## src/rtl/id_decode_stage.sv

```systemverilog
// MIPS instruction-decode stage: decodes logic/shift/add-sub ops, forwards operands from
// later stages, interlocks on load-use and holds the result in a handshaked ID/EX register.
module id_decode_stage #(
    parameter int N_FWD  = 2,
    parameter bit HAZ_EN = 1'b1
) (
    input  logic                 clk,
    input  logic                 rst,
    input  logic                 in_valid,
    output logic                 in_ready,
    input  logic [31:0]          pc_i,
    input  logic [31:0]          inst_i,
    input  logic                 flush_i,
    output logic [4:0]           rf_raddr1_o,
    output logic [4:0]           rf_raddr2_o,
    input  logic [31:0]          rf_rdata1_i,
    input  logic [31:0]          rf_rdata2_i,
    input  logic [N_FWD-1:0]     fwd_wreg_i,
    input  logic [5*N_FWD-1:0]   fwd_wd_i,
    input  logic [32*N_FWD-1:0]  fwd_wdata_i,
    input  logic                 ld_pend_i,
    input  logic [4:0]           ld_wd_i,
    output logic                 out_valid,
    input  logic                 out_ready,
    output logic [31:0]          pc_o,
    output logic [2:0]           alusel_o,
    output logic [7:0]           aluop_o,
    output logic [31:0]          reg1_o,
    output logic [31:0]          reg2_o,
    output logic [4:0]           wd_o,
    output logic                 wreg_o,
    output logic                 illegal_o
);

    localparam logic [2:0] SEL_NOP   = 3'd0;
    localparam logic [2:0] SEL_LOGIC = 3'd1;
    localparam logic [2:0] SEL_SHIFT = 3'd2;
    localparam logic [2:0] SEL_ARITH = 3'd3;

    localparam logic [7:0] ALU_NOP  = 8'h00;
    localparam logic [7:0] ALU_AND  = 8'h01;
    localparam logic [7:0] ALU_OR   = 8'h02;
    localparam logic [7:0] ALU_XOR  = 8'h03;
    localparam logic [7:0] ALU_NOR  = 8'h04;
    localparam logic [7:0] ALU_SLL  = 8'h08;
    localparam logic [7:0] ALU_SRL  = 8'h09;
    localparam logic [7:0] ALU_SRA  = 8'h0A;
    localparam logic [7:0] ALU_ADDU = 8'h10;
    localparam logic [7:0] ALU_SUBU = 8'h11;

    localparam logic [5:0] OPC_SPECIAL = 6'h00;
    localparam logic [5:0] OPC_ADDIU   = 6'h09;
    localparam logic [5:0] OPC_ANDI    = 6'h0C;
    localparam logic [5:0] OPC_ORI     = 6'h0D;
    localparam logic [5:0] OPC_XORI    = 6'h0E;
    localparam logic [5:0] OPC_LUI     = 6'h0F;

    localparam logic [5:0] FN_SLL  = 6'h00;
    localparam logic [5:0] FN_SRL  = 6'h02;
    localparam logic [5:0] FN_SRA  = 6'h03;
    localparam logic [5:0] FN_ADDU = 6'h21;
    localparam logic [5:0] FN_SUBU = 6'h23;
    localparam logic [5:0] FN_AND  = 6'h24;
    localparam logic [5:0] FN_OR   = 6'h25;
    localparam logic [5:0] FN_XOR  = 6'h26;
    localparam logic [5:0] FN_NOR  = 6'h27;

    logic [5:0]  op;
    logic [4:0]  rs;
    logic [4:0]  rt;
    logic [4:0]  rd;
    logic [4:0]  sa;
    logic [5:0]  funct;
    logic [15:0] imm;

    assign op    = inst_i[31:26];
    assign rs    = inst_i[25:21];
    assign rt    = inst_i[20:16];
    assign rd    = inst_i[15:11];
    assign sa    = inst_i[10:6];
    assign funct = inst_i[5:0];
    assign imm   = inst_i[15:0];

    assign rf_raddr1_o = rs;
    assign rf_raddr2_o = rt;

    logic [2:0]  dec_alusel;
    logic [7:0]  dec_aluop;
    logic [4:0]  dec_wd;
    logic        dec_wreg_raw;
    logic        dec_wreg;
    logic        dec_illegal;
    logic        re1;
    logic        re2;
    logic [31:0] imm1;
    logic [31:0] imm2;

    always_comb begin
        dec_alusel   = SEL_NOP;
        dec_aluop    = ALU_NOP;
        dec_wd       = 5'd0;
        dec_wreg_raw = 1'b0;
        dec_illegal  = 1'b0;
        re1          = 1'b0;
        re2          = 1'b0;
        imm1         = 32'd0;
        imm2         = 32'd0;
        case (op)
            OPC_SPECIAL: begin
                case (funct)
                    FN_AND, FN_OR, FN_XOR, FN_NOR: begin
                        dec_alusel   = SEL_LOGIC;
                        re1          = 1'b1;
                        re2          = 1'b1;
                        dec_wd       = rd;
                        dec_wreg_raw = 1'b1;
                        case (funct)
                            FN_AND:  dec_aluop = ALU_AND;
                            FN_OR:   dec_aluop = ALU_OR;
                            FN_XOR:  dec_aluop = ALU_XOR;
                            default: dec_aluop = ALU_NOR;
                        endcase
                    end
                    FN_ADDU, FN_SUBU: begin
                        dec_alusel   = SEL_ARITH;
                        dec_aluop    = (funct == FN_ADDU) ? ALU_ADDU : ALU_SUBU;
                        re1          = 1'b1;
                        re2          = 1'b1;
                        dec_wd       = rd;
                        dec_wreg_raw = 1'b1;
                    end
                    FN_SLL, FN_SRL, FN_SRA: begin
                        dec_alusel   = SEL_SHIFT;
                        re2          = 1'b1;
                        imm1         = {27'd0, sa};
                        dec_wd       = rd;
                        dec_wreg_raw = 1'b1;
                        case (funct)
                            FN_SLL:  dec_aluop = ALU_SLL;
                            FN_SRL:  dec_aluop = ALU_SRL;
                            default: dec_aluop = ALU_SRA;
                        endcase
                    end
                    default: dec_illegal = 1'b1;
                endcase
            end
            OPC_ANDI, OPC_ORI, OPC_XORI: begin
                dec_alusel   = SEL_LOGIC;
                re1          = 1'b1;
                imm2         = {16'd0, imm};
                dec_wd       = rt;
                dec_wreg_raw = 1'b1;
                case (op)
                    OPC_ANDI: dec_aluop = ALU_AND;
                    OPC_ORI:  dec_aluop = ALU_OR;
                    default:  dec_aluop = ALU_XOR;
                endcase
            end
            OPC_ADDIU: begin
                dec_alusel   = SEL_ARITH;
                dec_aluop    = ALU_ADDU;
                re1          = 1'b1;
                imm2         = {{16{imm[15]}}, imm};
                dec_wd       = rt;
                dec_wreg_raw = 1'b1;
            end
            OPC_LUI: begin
                // LUI is an OR against zero, so rs is never consulted
                dec_alusel   = SEL_LOGIC;
                dec_aluop    = ALU_OR;
                imm2         = {imm, 16'd0};
                dec_wd       = rt;
                dec_wreg_raw = 1'b1;
            end
            default: dec_illegal = 1'b1;
        endcase
    end

    assign dec_wreg = dec_wreg_raw && (dec_wd != 5'd0);

    logic [31:0] src1;
    logic [31:0] src2;

    // Walk from the oldest source down so the youngest match wins
    always_comb begin
        src1 = rf_rdata1_i;
        src2 = rf_rdata2_i;
        for (int k = N_FWD - 1; k >= 0; k--) begin
            if (fwd_wreg_i[k] && (fwd_wd_i[5*k +: 5] == rs))
                src1 = fwd_wdata_i[32*k +: 32];
            if (fwd_wreg_i[k] && (fwd_wd_i[5*k +: 5] == rt))
                src2 = fwd_wdata_i[32*k +: 32];
        end
        if (rs == 5'd0)
            src1 = 32'd0;
        if (rt == 5'd0)
            src2 = 32'd0;
    end

    logic [31:0] dec_reg1;
    logic [31:0] dec_reg2;

    assign dec_reg1 = re1 ? src1 : imm1;
    assign dec_reg2 = re2 ? src2 : imm2;

    logic haz;

    generate
        if (HAZ_EN) begin : g_haz
            assign haz = in_valid && ld_pend_i && (ld_wd_i != 5'd0) &&
                         ((re1 && (rs == ld_wd_i)) || (re2 && (rt == ld_wd_i)));
        end else begin : g_no_haz
            assign haz = 1'b0;
        end
    endgenerate

    logic adv;

    assign adv      = !out_valid || out_ready;
    assign in_ready = adv && !haz && !flush_i && !rst;

    always_ff @(posedge clk) begin
        if (rst) begin
            out_valid <= 1'b0;
            pc_o      <= 32'd0;
            alusel_o  <= 3'd0;
            aluop_o   <= 8'd0;
            reg1_o    <= 32'd0;
            reg2_o    <= 32'd0;
            wd_o      <= 5'd0;
            wreg_o    <= 1'b0;
            illegal_o <= 1'b0;
        end else if (flush_i) begin
            out_valid <= 1'b0;
            illegal_o <= 1'b0;
        end else if (adv) begin
            if (haz) begin
                out_valid <= 1'b0;
                wreg_o    <= 1'b0;
            end else if (in_valid) begin
                out_valid <= 1'b1;
                pc_o      <= pc_i;
                alusel_o  <= dec_alusel;
                aluop_o   <= dec_aluop;
                reg1_o    <= dec_reg1;
                reg2_o    <= dec_reg2;
                wd_o      <= dec_wd;
                wreg_o    <= dec_wreg;
                illegal_o <= dec_illegal;
            end else begin
                out_valid <= 1'b0;
            end
        end
    end

endmodule

```

## config.mk

```make
export PLATFORM = sky130hd
export DESIGN_NAME = id_decode_stage
export DESIGN_NICKNAME = d
export VERILOG_FILES = /design/src/rtl/id_decode_stage.sv
export SDC_FILE = /design/constraint.sdc
export NUM_CORES = 1
export LEC_CHECK = 0
export ABC_AREA = 1
export CAP_MARGIN = 20
export CORE_UTILIZATION = 41
export DETAILED_ROUTE_END_ITERATION = 8
export GPL_ROUTABILITY_DRIVEN = 0
export MAX_ROUTING_LAYER = met4
export PLACE_DENSITY_LB_ADDON = 0.05
export SETUP_SLACK_MARGIN = 0.2
export SLEW_MARGIN = 20
export SYNTH_ARGS = -nofsm -noshare
export SYNTH_HDL_FRONTEND = slang
export SYNTH_SLANG_ARGS = --single-unit
```

## constraint.sdc

```tcl
create_clock -name clk -period 1.85 [get_ports clk]
set_input_delay 0.37 -clock clk [delete_from_list [all_inputs] [get_ports clk]]
set_output_delay 0.37 -clock clk [all_outputs]
set_load 0.1 [all_outputs]
```

==> results.cfg <==
[status]
status = finished with violations
violations = setup timing

[critical_path]
cp_cell_sequence = clkdlybuf4s15_2, inv_2, nand2_2, nor2_4, nand2_2, nand2_2, nand2_2, nand2_4, nand2_4, nand3_4, nor2_4, buf_12
cp_slowest_cell = clkdlybuf4s15_2
r2r_cells = 11
cp_common_cell = nand2_2
slowest_delay_ns = 0.21
reg2reg_to = reg1_o[4]
path_max_fanout = 4
ff2ff_setup_slack_ns = 0.12
r2r_start = out_valid
crit_type = in2out
cp-end-kind = output port
critPathArrivalTime_ns = 1.72
crit_path_start_kind = input port
required_ns = 1.48

[power]
p_per_area_nw_per_um2 = 584
vdd_ir_drop_max_mv = 0.638
p_leak_nw = 6.52
total_power_mw = 8.30

[timing]
setup_viol = 79
max_freq_ghz = 0.479
layout_setup_ws_ns = -0.239
slew_viol_final = 0
finalClockSkew_ns = 0.00654
hold_violations = 0
hold_ws_ns = 0.490
fin_crit_ns = 2.09
finalSetupTns_ns = -3.42
rsz0062_at_grt = true
finalCritPeriodShare_pct = 113

[clocking]
cts_tree = yes
clock_latency_ns = 0.37
clock-sinks = 111
htree_levels = 3
cts_buffers = 9
clkTransAtPathRegs_ns = 0.08
cts_max_path_buffers = 2
cts_root_buf = clkbuf_16

[placed_design]
dp_cells = 1748
post-dp-hpwl_mm = 24.0
io_buffers = 336
dp_slack_ns = -0.649

[layout]
nNetsFinal = 1828
nFillCells = 963
drive_above_1_share_pct = 31.9
fin_cells = 1839
area_growth_pct = 104

[logic_synthesis]
synth_area_per_cell_sq_um = 5.92
synth_compound_area_share_pct = 13.2
synthXorXnorAreaFrac_pct = 0.378
ys_seq_area_share_pct = 32.0
synth_top_family_by_area = simple AND/OR/NAND/NOR gates
synth_adder_area_share_pct = 0
ys_ff_latch = 111
yosys.area.top_type = dfxtp_1
yosys-mux-area-fraction_pct = 0
yosys.area_share.simple_pct = 45.2
synth.distinct_cells = 29
yosys_warnings = 0
synth.area.top_cells = dfxtp_1, nor2_1, nand2_1, o21ai_0, nand3_1
yosysTopAreaCellShare_pct = 32.0
synth.cell_area_sq_um = 6950
synthCells = 1174

[hold_path]
min_to = pc_o[1]
hp-start = pc_o[1]
whs_path_depth = 2
hold_class = reg2reg

[die]
die_area_sq_um = 17500
coreArea_sq_um = 16600
ioPinCount = 341
fp.dieH_um = 132
rows = 47
start_util_pct = 41.9
die_x_um = 132

[global_route]
grt_pass1_vias = 10000
grt_first_pass_wirelength_mm = 53.3
antenna_found_initial = 1
grt_overflow = 0
grt_max_degree = 44
grt_usage_pct = 40.5

[run]
cap_violations = 0

[routing]
dr.pass1.iters = 9
route.final.wire_length_mm = 39.9
m1WireLength_mm = 13.5
drt_iter0_markers = 1429
drc = 0
wl_met3_mm = 4.66
ant_nets = 0
vias = 10900
via_per_inst = 5.91
topRoutingLayerUsed = met4
wl_met2_mm = 18.2
wl_per_cell_um = 21.7
stage by stage:
step           cell area (sq um)  utilization (%)
2_1_floorplan               7040                -
3_3_place_gp               12100             73.0
3_5_place_dp               12100             73.0
4_1_cts                    13400             80.8
5_1_grt                    14200             85.6
6_report                   14200             85.6
synthesized netlist by cell type:
library cell	number
o21ai_1	6
nor2_1	334
buf_6	5
a22oi_1	1
dfxtp_1	111
o22ai_1	8
o31ai_1	1
inv_1	41
conb_1	1
inv_2	4
a211oi_1	1
nand2_2	3
nand2_1	242
a21boi_0	1
clkbuf_1	52
nor2_4	2
nand3_1	88
a21oi_1	51
nand4_1	69
o21bai_1	1
xnor2_1	3
buf_2	18
nand3_2	2
nor3_1	1
nor2_2	1
o21ai_0	106
nand2_4	3
buf_4	17
a21oi_4	1
registers in the layout, indices dropped and copies added (netlist names):
register	cells
aluop_o	5
alusel_o	2
illegal_o	1
out_valid	1
pc_o	32
reg1_o	32
reg2_o	32
wd_o	5
wreg_o	1
cell families (layout without fill, tap and decap cells):
| group | Yosys count | count (layout) |
|---|---|---|
| and+or+nand+nor | 745 | 745 |
| AOI/OAI and AO/OA | 177 | 177 |
| buffers and inverters | 137 | 578 |
| DFF | 111 | 111 |
| xor gates and xnor gates | 3 | 3 |
| other | 1 | 5 |
worst max-delay path, delay by kind of cell:
family,cells,cell delay (ns)
buffers and inverters,3,0.49
and+or+nand+nor,9,0.86
where the power goes:
part,total (mW),internal [mW],switching (mW)
Sequential,2.66,2.53,0.132
Clock,2.03,0.960,1.07
Combinational,3.61,1.44,2.18
metal layers:
layer | vias to the layer above | global-route usage, %
met5 | - | -
met4 | 0 | 24.6
met3 | 315 | 6.92
met2 | 949 | 67.3
met1 | 4886 | 45.4
li1 | 4723 | -
repair_timing:
item,CTS,global route
hold buffers,0,0
buffers inserted,23,21
setup endpoints to repair,115,110
resized for setup,231,108
cloned,18,12
endpoints found under the hold margin,0,0
pin swaps,60,79
cell usage in the layout, fill, tap and decap left out, drive strengths merged, types with 2 or more instances in the layout:
| cell | netlist | final |
|---|---|---|
| clkinvlp | 0 | 2 |
| buf | 40 | 309 |
| clkbuf | 52 | 21 |
| a21oi | 52 | 52 |
| o22ai | 8 | 8 |
| nand4 | 69 | 69 |
| clkdlybuf4s50 | 0 | 175 |
| inv | 45 | 48 |
| clkdlybuf4s15 | 0 | 14 |
| clkinv | 0 | 2 |
| o21ai | 112 | 112 |
| nand3 | 90 | 90 |
| nand2 | 248 | 248 |
| xnor2 | 3 | 3 |
| conb | 1 | 4 |
| dlygate4sd2 | 0 | 6 |
| dfxtp | 111 | 111 |
| nor2 | 337 | 337 |
how the worst max path moves through the flow:
stage	start	end	slack, ns
after CTS	inst_i[5]	in_ready	-0.09
after global placement	inst_i[5]	in_ready	-0.62
after detailed placement	inst_i[5]	in_ready	-0.65
final	inst_i[27]	in_ready	-0.24
after global routing	inst_i[27]	in_ready	-0.25
after floorplan	inst_i[5]	in_ready	-0.05
final cells by class:
type | instances | area, sq um | area share [%]
diodes | 1 | 2.50 | 0.0176
clock buffers | 9 | 225 | 1.59
clock inverters | 7 | 73.8 | 0.520
inverters | 45 | 184 | 1.29
multi-input cells | 929 | 4740 | 33.4
flip-flops and latches | 111 | 2230 | 15.7
well taps | 220 | 275 | 1.94
repair buffers | 517 | 6470 | 45.6
No activity file was read; power rests on OpenSTA's default activity.
